**src/rtl/result_collector.sv**
```systemverilog
// Result collector: captures valid accumulator results from the weight chain, quantises them
// (ReLU, right shift, saturate) and buffers them in a FIFO for a ready/valid consumer.
module result_collector #(
  parameter int DATA_WIDTH    = 32,
  parameter int OUT_WIDTH     = 8,
  parameter int SHIFT         = 0,
  parameter int FIFO_DEPTH    = 8,
  parameter int NEURON_AMOUNT = 4,
  localparam int IDX_W = (NEURON_AMOUNT > 1) ? $clog2(NEURON_AMOUNT) : 1,
  localparam int PTR_W = $clog2(FIFO_DEPTH),
  localparam int CNT_W = PTR_W + 1
) (
  input  logic                  clk,
  input  logic                  rst,
  input  logic [DATA_WIDTH:0]   input_result,
  output logic [OUT_WIDTH-1:0]  output_data,
  output logic [IDX_W-1:0]      output_index,
  output logic                  output_last,
  output logic                  output_valid,
  input  logic                  output_ready,
  output logic [CNT_W-1:0]      fifo_count,
  output logic                  overflow
);

  logic                  in_valid;
  logic [DATA_WIDTH-1:0] in_acc;
  logic [DATA_WIDTH-1:0] shifted;
  logic [OUT_WIDTH-1:0]  quant;

  assign in_valid = input_result[DATA_WIDTH];
  assign in_acc   = input_result[DATA_WIDTH-1:0];
  assign shifted  = in_acc >> SHIFT;

  generate
    if (OUT_WIDTH < DATA_WIDTH) begin : g_sat
      // Any set bit above the output width means the value exceeds the output range.
      always_comb begin
        quant = shifted[OUT_WIDTH-1:0];
        if (in_acc[DATA_WIDTH-1]) begin
          quant = '0;
        end else if (|shifted[DATA_WIDTH-1:OUT_WIDTH]) begin
          quant = '1;
        end
      end
    end else begin : g_nosat
      always_comb begin
        quant = '0;
        if (!in_acc[DATA_WIDTH-1]) begin
          quant = OUT_WIDTH'(shifted);
        end
      end
    end
  endgenerate

  logic [PTR_W-1:0]     wr_ptr_q, wr_ptr_d;
  logic [PTR_W-1:0]     rd_ptr_q, rd_ptr_d;
  logic [CNT_W-1:0]     count_q, count_d;
  logic [IDX_W-1:0]     index_q, index_d;
  logic                 overflow_q, overflow_d;
  logic [OUT_WIDTH-1:0] mem_q [FIFO_DEPTH];
  logic [OUT_WIDTH-1:0] mem_d [FIFO_DEPTH];

  logic full;
  logic pop;
  logic push;
  logic drop;

  always_comb begin
    full = (count_q == CNT_W'(FIFO_DEPTH));
    pop  = (count_q != '0) && output_ready;
    // When full, a simultaneous pop frees the slot the write pointer already addresses.
    push = in_valid && (!full || pop);
    drop = in_valid && full && !pop;
  end

  always_comb begin
    wr_ptr_d   = wr_ptr_q;
    rd_ptr_d   = rd_ptr_q;
    count_d    = count_q;
    index_d    = index_q;
    overflow_d = overflow_q;
    mem_d      = mem_q;

    if (push) begin
      mem_d[wr_ptr_q] = quant;
      wr_ptr_d        = wr_ptr_q + PTR_W'(1);
    end

    if (pop) begin
      rd_ptr_d = rd_ptr_q + PTR_W'(1);
      if (index_q == IDX_W'(NEURON_AMOUNT - 1)) begin
        index_d = '0;
      end else begin
        index_d = index_q + IDX_W'(1);
      end
    end

    if (push && !pop) begin
      count_d = count_q + CNT_W'(1);
    end else if (pop && !push) begin
      count_d = count_q - CNT_W'(1);
    end

    if (drop) begin
      overflow_d = 1'b1;
    end
  end

  always_ff @(posedge clk or posedge rst) begin
    if (rst) begin
      wr_ptr_q   <= '0;
      rd_ptr_q   <= '0;
      count_q    <= '0;
      index_q    <= '0;
      overflow_q <= 1'b0;
    end else begin
      wr_ptr_q   <= wr_ptr_d;
      rd_ptr_q   <= rd_ptr_d;
      count_q    <= count_d;
      index_q    <= index_d;
      overflow_q <= overflow_d;
    end
  end

  // Entries are cleared on reset so output_data reads 0 while the FIFO is empty after reset.
  generate
    for (genvar gi = 0; gi < FIFO_DEPTH; gi++) begin : g_mem
      always_ff @(posedge clk or posedge rst) begin
        if (rst) begin
          mem_q[gi] <= '0;
        end else begin
          mem_q[gi] <= mem_d[gi];
        end
      end
    end
  endgenerate

  assign output_data  = mem_q[rd_ptr_q];
  assign output_index = index_q;
  assign output_last  = (index_q == IDX_W'(NEURON_AMOUNT - 1));
  assign output_valid = (count_q != '0);
  assign fifo_count   = count_q;
  assign overflow     = overflow_q;

endmodule
```
**config.mk**
```make
export PLATFORM = sky130hd
export DESIGN_NAME = result_collector
export DESIGN_NICKNAME = d
export VERILOG_FILES = /design/src/rtl/result_collector.sv
export SDC_FILE = /design/constraint.sdc
export NUM_CORES = 1
export LEC_CHECK = 0
export ABC_AREA = 1
export CAP_MARGIN = 20
export CORE_MARGIN = 3
export CORE_UTILIZATION = 45
export DETAILED_ROUTE_END_ITERATION = 8
export PLACE_DENSITY = 0.73
export SKIP_LAST_GASP = 1
export SYNTH_ARGS = -nofsm -noshare
export SYNTH_HDL_FRONTEND = slang
export SYNTH_SLANG_ARGS = --single-unit
export TNS_END_PERCENT = 100
```
**constraint.sdc**
```tcl
create_clock -name clk -period 2.8 [get_ports clk]
set_input_delay 0.42 -clock clk [delete_from_list [all_inputs] [get_ports clk]]
set_output_delay 0.42 -clock clk [all_outputs]
set_load 0.03 [all_outputs]
```
==> results of run 1 <==
[worst max-delay path, stage by stage, from the launching register on]
cell             delay, ns
dfrtp_1               0.41
inv_1                 0.24
buf_4                 0.23
nor2_1                0.07
o21ai_0               0.19
nand2_1               0.07
nand2_1               0.09
clkdlybuf4s50_1       0.67
[registers in the layout, summed over array words and instances, names as in the netlist]
| name | count |
|---|---|
| wr_ptr_q | 3 |
| rd_ptr_q | 3 |
| output_index | 2 |
| overflow | 1 |
| fifo_count | 4 |
| mem_q | 64 |
[cell type report]
type / instances / share of cell area, %
Multi-Input combinational cell: 403 / 39.7
Sequential cell: 77 / 37.7
Timing Repair Buffer: 63 / 12.7
Clock buffer: 10 / 2.69
Tap cell: 108 / 2.64
Inverter: 31 / 2.37
Clock inverter: 6 / 2.27
[logic make-up (layout without fill, tap and decap cells)]
| group | after synthesis | count (layout) | share of synthesized area, % |
|---|---|---|---|
| AOI/OAI and AO/OA | 54 | 54 | 6.64 |
| adders and majority gates | 7 | 7 | 2.29 |
| and+or+nand+nor | 334 | 334 | 38.3 |
| muxes | 2 | 2 | 0.543 |
| buffers and inverters | 47 | 110 | 4.50 |
| xor gates and xnor gates | 6 | 6 | 1.27 |
| DFF | 77 | 77 | 46.5 |
[metrics by stage]
| stage | total power [uW] | utilization (%) | worst slack (ns) |
|---|---|---|---|
| 6_report | 5840 | 57.8 | 0.0585 |
| 5_1_grt | 6250 | 57.8 | 0.00395 |
| 4_1_cts | 5830 | 57.7 | 0.0934 |
| 3_5_place_dp | 4750 | 54.9 | 0.135 |
| 3_3_place_gp | 4700 | 54.9 | 0.308 |
| 2_1_floorplan | 3770 | - | 0.323 |
[final timing paths]
check / start / to / slack, ns / depth (start not counted)
setup / recovery: rd_ptr_q[0]$_DFFE_PP0P_ / output_data[6] / 0.06 / 7
hold / removal: rst / fifo_count[2]$_DFFE_PP0P_ / 0.47 / 2
setup reg to reg: fifo_count[0]$_DFFE_PP0P_ / fifo_count[3]$_DFFE_PP0P_ / 0.46 / 14
hold reg to reg: overflow$_DFFE_PP0P_ / overflow$_DFFE_PP0P_ / 0.49 / 1
max in group asynchronous: rst / mem_q[8]$_DFFE_PP0P_ / 1.69 / 3
min in group clk: overflow$_DFFE_PP0P_ / overflow$_DFFE_PP0P_ / 0.49 / 1
[per-layer routing]
| metal | part of all wire (%) | GRT usage (%) | up-vias |
|---|---|---|---|
| met1 | 42 | 31.1 | 1790 |
| li1 | - | - | 1814 |
| met3 | 8.2 | 4.16 | 25 |
| met2 | 48 | 35.3 | 171 |
| met5 | 0 | 0 | - |
| met4 | 2.3 | 6.76 | 0 |
[power groups by stage]
stage	Clock [uW]	Sequential, uW	Combinational, uW
2_1_floorplan	0	1990	1780
3_3_place_gp	0	2030	2670
3_5_place_dp	0	2020	2730
4_1_cts	1070	2010	2750
5_1_grt	1120	2080	3050
6_report	1060	2030	2750
[cell usage in the layout (no fill, tap or decap), drive strengths merged]
cell type	instances
nand2	178
dfrtp	77
nor2	77
nand3	67
o21ai	52
clkdlybuf4s50	49
inv	33
buf	11
clkbuf	10
nand4	8
ha	6
xor2	4
bufinv	3
dlymetal6s2s	3
nor3	3
xnor2	2
mux2	2
a21o	1
clkinv	1
o21bai	1
nand3b	1
fa	1
[repair_timing]
item,in CTS,in global routing
setup endpoints to repair,0,3
resized for setup,0,3
endpoints found under the hold margin,0,0
==> summary.txt, run 1 <==
Logic synthesis
  – Synth top cells by count: 176 x nand2_1, 77 x dfrtp_1, 68 x nor2_1
  – Yosys top cell area share: 46.5%
  – Sequential area share after synthesis: 46.5%
  – Top FF cell, synth: dfrtp_1
  – Mapped Area: 0.00415 mm^2
  – Library cells used by synthesis: 27
  – Synth Net Count: 570
  – Syn_area_per_cell: 7.87 um^2
  – Area contributors post-synth: dfrtp_1 46%, nand2_1 16%, nand3_1 8.0%
  – Async S/R FF share, synth: 100%
  – Synthesized instance count: 527
  – EDFF count, synth: 0
  – Seq cells post-synth: 77
  – Top-count cell post-synth: nand2_1
  – Dominant cell type by area after synthesis: dfrtp_1
  – Synth warnings: 0

Clock network
  – Worst skew pair latency: 0.35 ns
  – H-tree levels: 3
  – CTS root buf: clkbuf_8
  – CTS Sinks: 77
  – Clock Tree Buf Depth: 2
  – CTS buffer count: 9
  – Post CTS Setup Buffer Count: 0
  – Cts hold-fix bufs: 0
  – Worst-path clk slew: 0.08 ns
  – CTS tree: done

Critical path
  – CP endpoint kind: output port
  – Max FO, Critical Path: 10
  – Critical Path RT: 2.38 ns
  – Crit path launch type: flop
  – Crit path DAT: 2.32 ns
  – Crit Path Class: flop to output port

Global route
  – All-Layer GR Usage: 22.2%
  – Grt ovf: 0
  – Vias in the first global route: 3,596
  – Pin count of the biggest net entering global routing: 34
  – First-pass GRT wire length: 18.1 mm
  – Initial antenna violation count: 0

Cells and area
  – Layout cell share with drive strength beyond 1: 10.5%
  – Fillers: 781
  – Diodes inserted: 0
  – Cell area after layout: 0.00512 mm^2
  – Register Area: 0.00193 mm^2
  – Final cell count without fillers: 698
  – P&R area growth vs syn: 23.5%
  – Multi-input logic area: 0.00203 mm^2
  – Final net count: 628

Pwr
  – VDD IR max: 1.18 mV
  – Sw Ratio: 42.9%
  – Combinational power share: 47.1%
  – Switching power: 2510 uW
  – Internal Power: 3340 uW
  – Pwr Density: 1140 mW/mm^2
  – Seq pwr share: 34.7%
  – Leak Pwr: 0.00269 uW
  – Clock network power share: 18.2%

Routing
  – Initial DRC count: 394
  – Number of routed nets with antenna violations: 0
  – Vias: 3,800
  – Vias per cell: 5.44
  – DRT Pass-1 Iters: 5
  – # DRC: 0
  – Final wirelength: 11.2 mm
  – DR WL/cell: 16.0 um

Floorplan
  – I/O pins: 53
  – Site Rows: 34
  – Starting Density: 46.8%
  – Die height: 102 um
  – Core Footprint: 0.00885 mm^2
  – Die ar.: 0.0104 mm^2
  – Die width: 102 um

Timing
  – Final Critical Period: 2.74 ns
  – RSZ-0062 raised after global routing: no
  – Final Hold Fails: 0
  – Worst slew pin tran: 0.647 ns
  – Hold Slack: 0.469 ns
  – Setup_tns: 0 ns
  – Final setup viols: 0
  – Slew Limit Headroom: 56.8%
  – Max Freq: 365 MHz
  – Final period util: 97.9%
  – Layout Skew: 0.00582 ns
  – Max-slew violation count: 0

Placed design
  – GP Congestion: 0.868
  – PortBufs: 52
  – Cells after DPL: 682
  – Post-DP HPWL: 7.89 mm
  – Placed inst area: 0.00486 mm^2

Flow run
  – Max Cap Violations: 0

Status
  – Status: completed

Worst hold path
  – Hold WC Path Type: input pin to async pin
(Power assumes the default switching activity.)
==> inputs of run 2 (changes only) <==
- CTS_CLUSTER_SIZE: not set -> 8
==> results of run 2 <==
Final layout, timing and power as in run 1 (identical DEF).
==> inputs of run 3 (changes only) <==
- CAP_MARGIN: 20 -> not set
- HOLD_SLACK_MARGIN: not set -> 0.03
==> results of run 3 <==
Final layout, timing and power as in run 1 (identical DEF).
